`src/rtl/dti_apb_master_pkg.sv`:
```
// Shared types and helpers for the DTI APB master: FSM state encoding and strobe width.
package dti_apb_master_pkg;

    typedef enum logic [1:0] {
        ST_IDLE   = 2'd0,
        ST_SETUP  = 2'd1,
        ST_ACCESS = 2'd2,
        ST_RESP   = 2'd3
    } apb_mst_state_e;

    function automatic int strb_width(input int data_width);
        return data_width / 8;
    endfunction

endpackage

```
`src/rtl/dti_apb_master_wdt.sv`:
```
// PREADY wait-state watchdog for the DTI APB master; only instantiated when
// APB_MASTER_TIMEOUT_EN is defined.
module dti_apb_master_wdt #(
    parameter int unsigned TIMEOUT_CYCLES = 256
) (
    input  logic clk,
    input  logic rst_n,
    input  logic clear,
    input  logic inc,
    output logic expire
);

    localparam int unsigned CNT_W = $clog2(TIMEOUT_CYCLES + 1);

    logic [CNT_W-1:0] cnt_q;
    logic [CNT_W-1:0] cnt_d;

    always_comb begin
        cnt_d = cnt_q;
        if (clear) begin
            cnt_d = '0;
        end else if (inc) begin
            cnt_d = cnt_q + 1'b1;
        end
    end

    always_ff @(posedge clk or negedge rst_n) begin
        if (!rst_n) begin
            cnt_q <= '0;
        end else begin
            cnt_q <= cnt_d;
        end
    end

    // Fires on the wait cycle that brings the count to TIMEOUT_CYCLES, so the
    // FSM leaves ACCESS after exactly TIMEOUT_CYCLES PREADY-low cycles.
    assign expire = inc && (cnt_q == CNT_W'(TIMEOUT_CYCLES - 1));

endmodule

```
`src/rtl/dti_apb_master.sv`:
```
// Single-outstanding APB master driven by a valid/ready command port and returning a
// valid/ready response. Optional PREADY watchdog enabled by defining APB_MASTER_TIMEOUT_EN.
module dti_apb_master
    import dti_apb_master_pkg::*;
#(
    parameter int unsigned ADDR_WIDTH     = 32,
    parameter int unsigned DATA_WIDTH     = 32,
    parameter int unsigned TIMEOUT_CYCLES = 256
) (
    input  logic                    PCLK,
    input  logic                    PRESETn,
    input  logic                    cmd_valid,
    output logic                    cmd_ready,
    input  logic                    cmd_write,
    input  logic [ADDR_WIDTH-1:0]   cmd_addr,
    input  logic [DATA_WIDTH-1:0]   cmd_wdata,
    input  logic [DATA_WIDTH/8-1:0] cmd_strb,
    output logic                    rsp_valid,
    input  logic                    rsp_ready,
    output logic [DATA_WIDTH-1:0]   rsp_rdata,
    output logic                    rsp_err,
    output logic                    rsp_timeout,
    output logic [ADDR_WIDTH-1:0]   PADDR,
    output logic [DATA_WIDTH-1:0]   PWDATA,
    output logic [DATA_WIDTH/8-1:0] PSTRB,
    output logic                    PSEL,
    output logic                    PENABLE,
    output logic                    PWRITE,
    input  logic [DATA_WIDTH-1:0]   PRDATA,
    input  logic                    PREADY,
    input  logic                    PSLVERR
);

    localparam int STRB_W = strb_width(DATA_WIDTH);

    apb_mst_state_e          state_q, state_d;
    logic                    cmd_ready_q, cmd_ready_d;
    logic [ADDR_WIDTH-1:0]   paddr_q, paddr_d;
    logic [DATA_WIDTH-1:0]   pwdata_q, pwdata_d;
    logic [STRB_W-1:0]       pstrb_q, pstrb_d;
    logic                    pwrite_q, pwrite_d;
    logic [DATA_WIDTH-1:0]   rsp_rdata_q, rsp_rdata_d;
    logic                    rsp_err_q, rsp_err_d;
    logic                    rsp_timeout_q, rsp_timeout_d;
    logic                    tmo_expire;

`ifdef APB_MASTER_TIMEOUT_EN
    dti_apb_master_wdt #(
        .TIMEOUT_CYCLES (TIMEOUT_CYCLES)
    ) u_wdt (
        .clk    (PCLK),
        .rst_n  (PRESETn),
        .clear  (state_q == ST_SETUP),
        .inc    ((state_q == ST_ACCESS) && !PREADY),
        .expire (tmo_expire)
    );
`else
    assign tmo_expire = 1'b0;
`endif

    always_comb begin
        state_d       = state_q;
        paddr_d       = paddr_q;
        pwdata_d      = pwdata_q;
        pstrb_d       = pstrb_q;
        pwrite_d      = pwrite_q;
        rsp_rdata_d   = rsp_rdata_q;
        rsp_err_d     = rsp_err_q;
        rsp_timeout_d = rsp_timeout_q;

        unique case (state_q)
            ST_IDLE: begin
                if (cmd_valid && cmd_ready_q) begin
                    paddr_d  = cmd_addr;
                    pwrite_d = cmd_write;
                    // Reads keep the last write data on the bus and drive no strobes.
                    if (cmd_write) begin
                        pwdata_d = cmd_wdata;
                        pstrb_d  = cmd_strb;
                    end else begin
                        pstrb_d  = '0;
                    end
                    state_d = ST_SETUP;
                end
            end
            ST_SETUP: begin
                state_d = ST_ACCESS;
            end
            ST_ACCESS: begin
                if (PREADY) begin
                    rsp_err_d     = PSLVERR;
                    rsp_rdata_d   = pwrite_q ? '0 : PRDATA;
                    rsp_timeout_d = 1'b0;
                    state_d       = ST_RESP;
                end else if (tmo_expire) begin
                    rsp_err_d     = 1'b1;
                    rsp_rdata_d   = '0;
                    rsp_timeout_d = 1'b1;
                    state_d       = ST_RESP;
                end
            end
            ST_RESP: begin
                if (rsp_ready) begin
                    state_d = ST_IDLE;
                end
            end
            default: begin
                state_d = ST_IDLE;
            end
        endcase

        // Registered so it is 0 through reset and rises on the first edge after release.
        cmd_ready_d = (state_d == ST_IDLE);
    end

    always_ff @(posedge PCLK or negedge PRESETn) begin
        if (!PRESETn) begin
            state_q       <= ST_IDLE;
            cmd_ready_q   <= 1'b0;
            paddr_q       <= '0;
            pwdata_q      <= '0;
            pstrb_q       <= '0;
            pwrite_q      <= 1'b0;
            rsp_rdata_q   <= '0;
            rsp_err_q     <= 1'b0;
            rsp_timeout_q <= 1'b0;
        end else begin
            state_q       <= state_d;
            cmd_ready_q   <= cmd_ready_d;
            paddr_q       <= paddr_d;
            pwdata_q      <= pwdata_d;
            pstrb_q       <= pstrb_d;
            pwrite_q      <= pwrite_d;
            rsp_rdata_q   <= rsp_rdata_d;
            rsp_err_q     <= rsp_err_d;
            rsp_timeout_q <= rsp_timeout_d;
        end
    end

    assign cmd_ready   = cmd_ready_q;
    assign PSEL        = (state_q == ST_SETUP) || (state_q == ST_ACCESS);
    assign PENABLE     = (state_q == ST_ACCESS);
    assign rsp_valid   = (state_q == ST_RESP);
    assign PADDR       = paddr_q;
    assign PWDATA      = pwdata_q;
    assign PSTRB       = pstrb_q;
    assign PWRITE      = pwrite_q;
    assign rsp_rdata   = rsp_rdata_q;
    assign rsp_err     = rsp_err_q;
    assign rsp_timeout = rsp_timeout_q;

endmodule

```
`config.mk`:
```
export PLATFORM = sky130hd
export DESIGN_NAME = dti_apb_master
export DESIGN_NICKNAME = d
export VERILOG_FILES = /design/src/rtl/dti_apb_master_pkg.sv /design/src/rtl/dti_apb_master_wdt.sv /design/src/rtl/dti_apb_master.sv
export SDC_FILE = /design/constraint.sdc
export NUM_CORES = 1
export LEC_CHECK = 0
export ABC_AREA = 1
export CAP_MARGIN = 0
export CELL_PAD_IN_SITES_DETAIL_PLACEMENT = 0
export CELL_PAD_IN_SITES_GLOBAL_PLACEMENT = 1
export CORE_MARGIN = 5
export CORE_UTILIZATION = 25
export CTS_CLUSTER_SIZE = 20
export DETAILED_ROUTE_END_ITERATION = 7
export GPL_ROUTABILITY_DRIVEN = 0
export PLACE_DENSITY = 0.73
export SYNTH_ARGS = -nofsm -noshare
export SYNTH_HDL_FRONTEND = slang
export SYNTH_SLANG_ARGS = --single-unit
```
`constraint.sdc`:
```
create_clock -name PCLK -period 1.3 [get_ports PCLK]
set_input_delay 0.195 -clock PCLK [delete_from_list [all_inputs] [get_ports PCLK]]
set_output_delay 0.195 -clock PCLK [all_outputs]
set_load 0.01 [all_outputs]
```
==> flow_results.xml <==
<?xml version="1.0" encoding="UTF-8"?>
<metrics>
  <group name="cells_and_area">
    <metric name="layout-area-overhead-vs-synth" unit="%">88.6</metric>
    <metric name="instances_no_fill" unit="">927</metric>
    <metric name="layout.nets" unit="">812</metric>
    <metric name="antennaDiodeCount" unit="">0</metric>
    <metric name="design_area" unit="µm²">7850</metric>
    <metric name="fillCellCount" unit="">1554</metric>
    <metric name="drive_gt1_frac" unit="">0.197</metric>
  </group>
  <group name="min_path">
    <metric name="hold_end" unit="">PADDR[14]</metric>
    <metric name="whs_path_depth" unit="">3</metric>
    <metric name="hold_path.class" unit="">in2reg</metric>
    <metric name="hp_start" unit="">cmd_addr[14]</metric>
  </group>
  <group name="global_route">
    <metric name="grt_max_degree" unit="">70</metric>
    <metric name="grt_pass1_wl" unit="mm">23.4</metric>
    <metric name="initial_antenna_violation_count" unit="">0</metric>
    <metric name="vias_in_the_first_global_route" unit="">4172</metric>
    <metric name="globalRouteTotalUtil" unit="">0.151</metric>
    <metric name="gr-total-overflow" unit="">0</metric>
  </group>
  <group name="power">
    <metric name="vdd_ir_drop_max" unit="µV">787</metric>
    <metric name="power.switching" unit="µW">6290</metric>
    <metric name="p_clk_frac" unit="">0.189</metric>
    <metric name="cellPowerDensity" unit="nW/µm²">2180</metric>
    <metric name="p_comb_frac" unit="">0.474</metric>
    <metric name="cell_internal_pwr" unit="µW">10800</metric>
    <metric name="seqPwrFrac" unit="">0.337</metric>
    <metric name="swShare" unit="">0.368</metric>
    <metric name="power.leakage" unit="µW">0.00404</metric>
  </group>
  <group name="route">
    <metric name="detailedRoute.firstPassIterationCount" unit="">6</metric>
    <metric name="post_drt_via_cell_ratio" unit="">4.28</metric>
    <metric name="routed_wire_length_per_instance" unit="µm">16.7</metric>
    <metric name="postRouteAntennaNets" unit="">0</metric>
    <metric name="detailedRoute.firstIterationViolations" unit="">168</metric>
    <metric name="vias" unit="">3972</metric>
    <metric name="wl" unit="mm">15.5</metric>
    <metric name="route.detailed.drc" unit="">0</metric>
  </group>
  <group name="job">
    <metric name="max_cap_viol_count" unit="">0</metric>
  </group>
  <group name="setup_path">
    <metric name="worst-setup-path-type" unit="">reg2out</metric>
    <metric name="r2r-start" unit="">state_q[0]</metric>
    <metric name="endpoint_class_of_the_critical_path" unit="">output pin</metric>
    <metric name="worst-endpoint-arrival" unit="ns">1.27</metric>
    <metric name="r2r-end" unit="">PADDR[4]</metric>
    <metric name="worstPathRequired" unit="ns">1.11</metric>
    <metric name="crit_path_max_fanout" unit="">3</metric>
    <metric name="startpoint_type" unit="">flip-flop</metric>
    <metric name="worst-r2r-setup-slack" unit="ns">-0.13</metric>
    <metric name="ff2ff_path_depth" unit="">9</metric>
  </group>
  <group name="logic_synthesis">
    <metric name="synth_top_area_cell" unit="">dfrtp_1</metric>
    <metric name="synth_area_leaders" unit="">dfrtp_1 63%, nand2_1 21%, nand3_1 4.6%</metric>
    <metric name="synth.net_count" unit="">573</metric>
    <metric name="yosysSeqAreaShare" unit="">0.632</metric>
    <metric name="ys_seq_elements" unit="">105</metric>
    <metric name="syn_area" unit="µm²">4160</metric>
    <metric name="synth_warn" unit="">0</metric>
    <metric name="synthesis.area_per_instance" unit="µm²">8.99</metric>
    <metric name="portion_of_synthesized_cell_area_occupied_by_the_leading_cell_type" unit="">0.632</metric>
    <metric name="postSynth.asyncResetShare" unit="">1.00</metric>
    <metric name="synthCells" unit="">463</metric>
    <metric name="synth.top_cells.by_count" unit="">237 x nand2_1, 105 x dfrtp_1, 38 x nand3_1</metric>
    <metric name="synth_edf_count" unit="">0</metric>
    <metric name="yosys.cell_types.count" unit="">16</metric>
    <metric name="ys.flop_type" unit="">dfrtp_1</metric>
    <metric name="synth.most_common_cell" unit="">nand2_1</metric>
  </group>
  <group name="cts">
    <metric name="cell_at_the_root_of_the_clock_tree" unit="">clkbuf_16</metric>
    <metric name="cts_num_sinks" unit="">105</metric>
    <metric name="tritoncts" unit="">done</metric>
    <metric name="clock_latency" unit="ns">0.35</metric>
    <metric name="cts_buffer_depth" unit="">2</metric>
    <metric name="clk_transition_reported_paths" unit="ns">0.07</metric>
    <metric name="cts.htree.levels" unit="">3</metric>
    <metric name="tritoncts.num_buffers" unit="">9</metric>
  </group>
  <group name="timing">
    <metric name="post-route-min-period" unit="ns">1.47</metric>
    <metric name="slew_viol_final" unit="">0</metric>
    <metric name="unrepaired_setup_endpoints_after_global_routing" unit="">yes</metric>
    <metric name="setup_slack_after_layout" unit="ns">-0.168</metric>
    <metric name="fmaxAchievable" unit="MHz">681</metric>
    <metric name="hold_violations" unit="">0</metric>
    <metric name="fin_crit_sh" unit="">1.13</metric>
    <metric name="finalSetupViolCount" unit="">107</metric>
    <metric name="layout_skew" unit="ns">0.00852</metric>
  </group>
  <group name="placed_design">
    <metric name="io_buf_count" unit="">212</metric>
    <metric name="placement.cell_area" unit="µm²">6630</metric>
    <metric name="dpl.cell_count" unit="">884</metric>
    <metric name="post-dp-hpwl" unit="mm">9.60</metric>
  </group>
  <group name="status">
    <metric name="violated_checks" unit="">setup timing</metric>
    <metric name="run_status" unit="">finished with violations</metric>
  </group>
  <group name="floorplan">
    <metric name="dieArea" unit="µm²">19300</metric>
    <metric name="design.core.area" unit="µm²">16500</metric>
    <metric name="fp.dieW" unit="µm">139</metric>
    <metric name="initial_core_util" unit="">0.253</metric>
    <metric name="fp-row-count" unit="">47</metric>
    <metric name="floorplan.die.height" unit="µm">139</metric>
    <metric name="boundaryPins" unit="">214</metric>
  </group>
</metrics>
## routing by layer
metal / vias to the layer above / track usage / share of wire
met5: - / 0 / 0
met4: 0 / 0.0536 / 0.014
met3: 15 / 0.0400 / 0.059
met2: 139 / 0.246 / 0.50
met1: 1886 / 0.193 / 0.43
li1: 1932 / - / -
## how the worst max path moves through the flow
| stage | cells past startpoint | slack [ns] | endpoint | start |
|---|---|---|---|---|
| finish | 4 | -0.17 | rsp_valid | state_q[0] |
| global route | 8 | -0.22 | PWDATA[4] | state_q[0] |
| detailed placement | 6 | -0.16 | rsp_rdata[30] | state_q[1] |
| floorplan | 7 | -0.008 | rsp_rdata[10] | state_q[0] |
| global placement | 6 | -0.14 | PWDATA[28] | cmd_valid |
| CTS | 8 | -0.17 | PWDATA[4] | state_q[0] |
## logic make-up (layout without fill, tap and decap cells)
family | count (synthesis) | after routing | synth area share
muxes | 1 | 1 | 0.00271
DFF | 105 | 105 | 0.632
other | 1 | 1 | 0.000901
and+or+nand+nor | 283 | 284 | 0.272
adders and majority gates | 3 | 3 | 0.00902
AOI/OAI and AO/OA | 34 | 34 | 0.0409
buffers and inverters | 36 | 279 | 0.0430
## timing repair
action / in CTS / in global routing
hold buffers: 1 / 0
gates cloned: 12 / 6
pin swaps: 10 / 15
endpoints found under the setup margin: 211 / 108
hold endpoints to repair: 105 / 0
setup buffers: 5 / 3
gates resized for setup: 212 / 65
## worst max-delay path: stages (launching register included)
cell and delay [ns]:
dfrtp_1 0.41, buf_4 0.15, buf_6 0.11, ha_4 0.15, buf_6 0.11
## placed cells by master, fill, tap and decap left out, types with 4 or more instances in the layout
cell	Yosys	final
nand2_1	237	201
dfrtp_1	105	105
nand2_2	2	7
nand2_4	0	30
clkdlybuf4s50_1	0	105
buf_16	0	9
clkbuf_16	0	13
buf_4	2	12
nand3_2	0	6
dlygate4sd2_1	0	102
buf_12	0	8
inv_1	6	4
nor2_1	5	5
o21ai_1	0	8
o21ai_2	0	24
buf_6	1	8
nand3_1	38	32
## power by group through the flow
stage | logic (µW) | registers, µW | clock network [µW]
6_report | 8110 | 5770 | 3230
5_1_grt | 8810 | 5950 | 3430
4_1_cts | 7440 | 5610 | 3320
3_5_place_dp | 7060 | 5620 | 0
3_3_place_gp | 6910 | 5630 | 0
2_1_floorplan | 2070 | 6210 | 0
## sequential cells by signal, indices dropped and copies added (netlist names)
signal / count
PWRITE: 1
state_q: 2
PSTRB: 4
rsp_err: 1
PWDATA: 32
rsp_rdata: 32
cmd_ready: 1
PADDR: 32
## area by class of cell
type	instances	area, µm²	share of cell area
multi-input cells	323	1790	0.228
flip-flops and latches	105	2630	0.335
well taps	220	275	0.0351
clock inverters	4	98.8	0.0126
clock buffers	12	256	0.0327
repair buffers	255	2760	0.352
inverters	8	37.5	0.00478
## metrics by stage
| stage | utilization | total power, µW | setup WS [ns] | hold slack (ns) | setup TNS (ns) |
|---|---|---|---|---|---|
| final | 0.477 | 17100 | -0.168 | 0.381 | -7.81 |
| after CTS | 0.451 | 16400 | -0.172 | 0.362 | -10.87 |
| after global routing | 0.477 | 18200 | -0.225 | 0.373 | -16.89 |
| after detailed placement | 0.402 | 12700 | -0.164 | 0.242 | -13.89 |
| after floorplan | - | 8270 | -0.00843 | -0.101 | -0.196 |
| after global placement | 0.402 | 12500 | -0.140 | 0.239 | -12.56 |
Note: power is estimated with default switching activity, not from simulation.
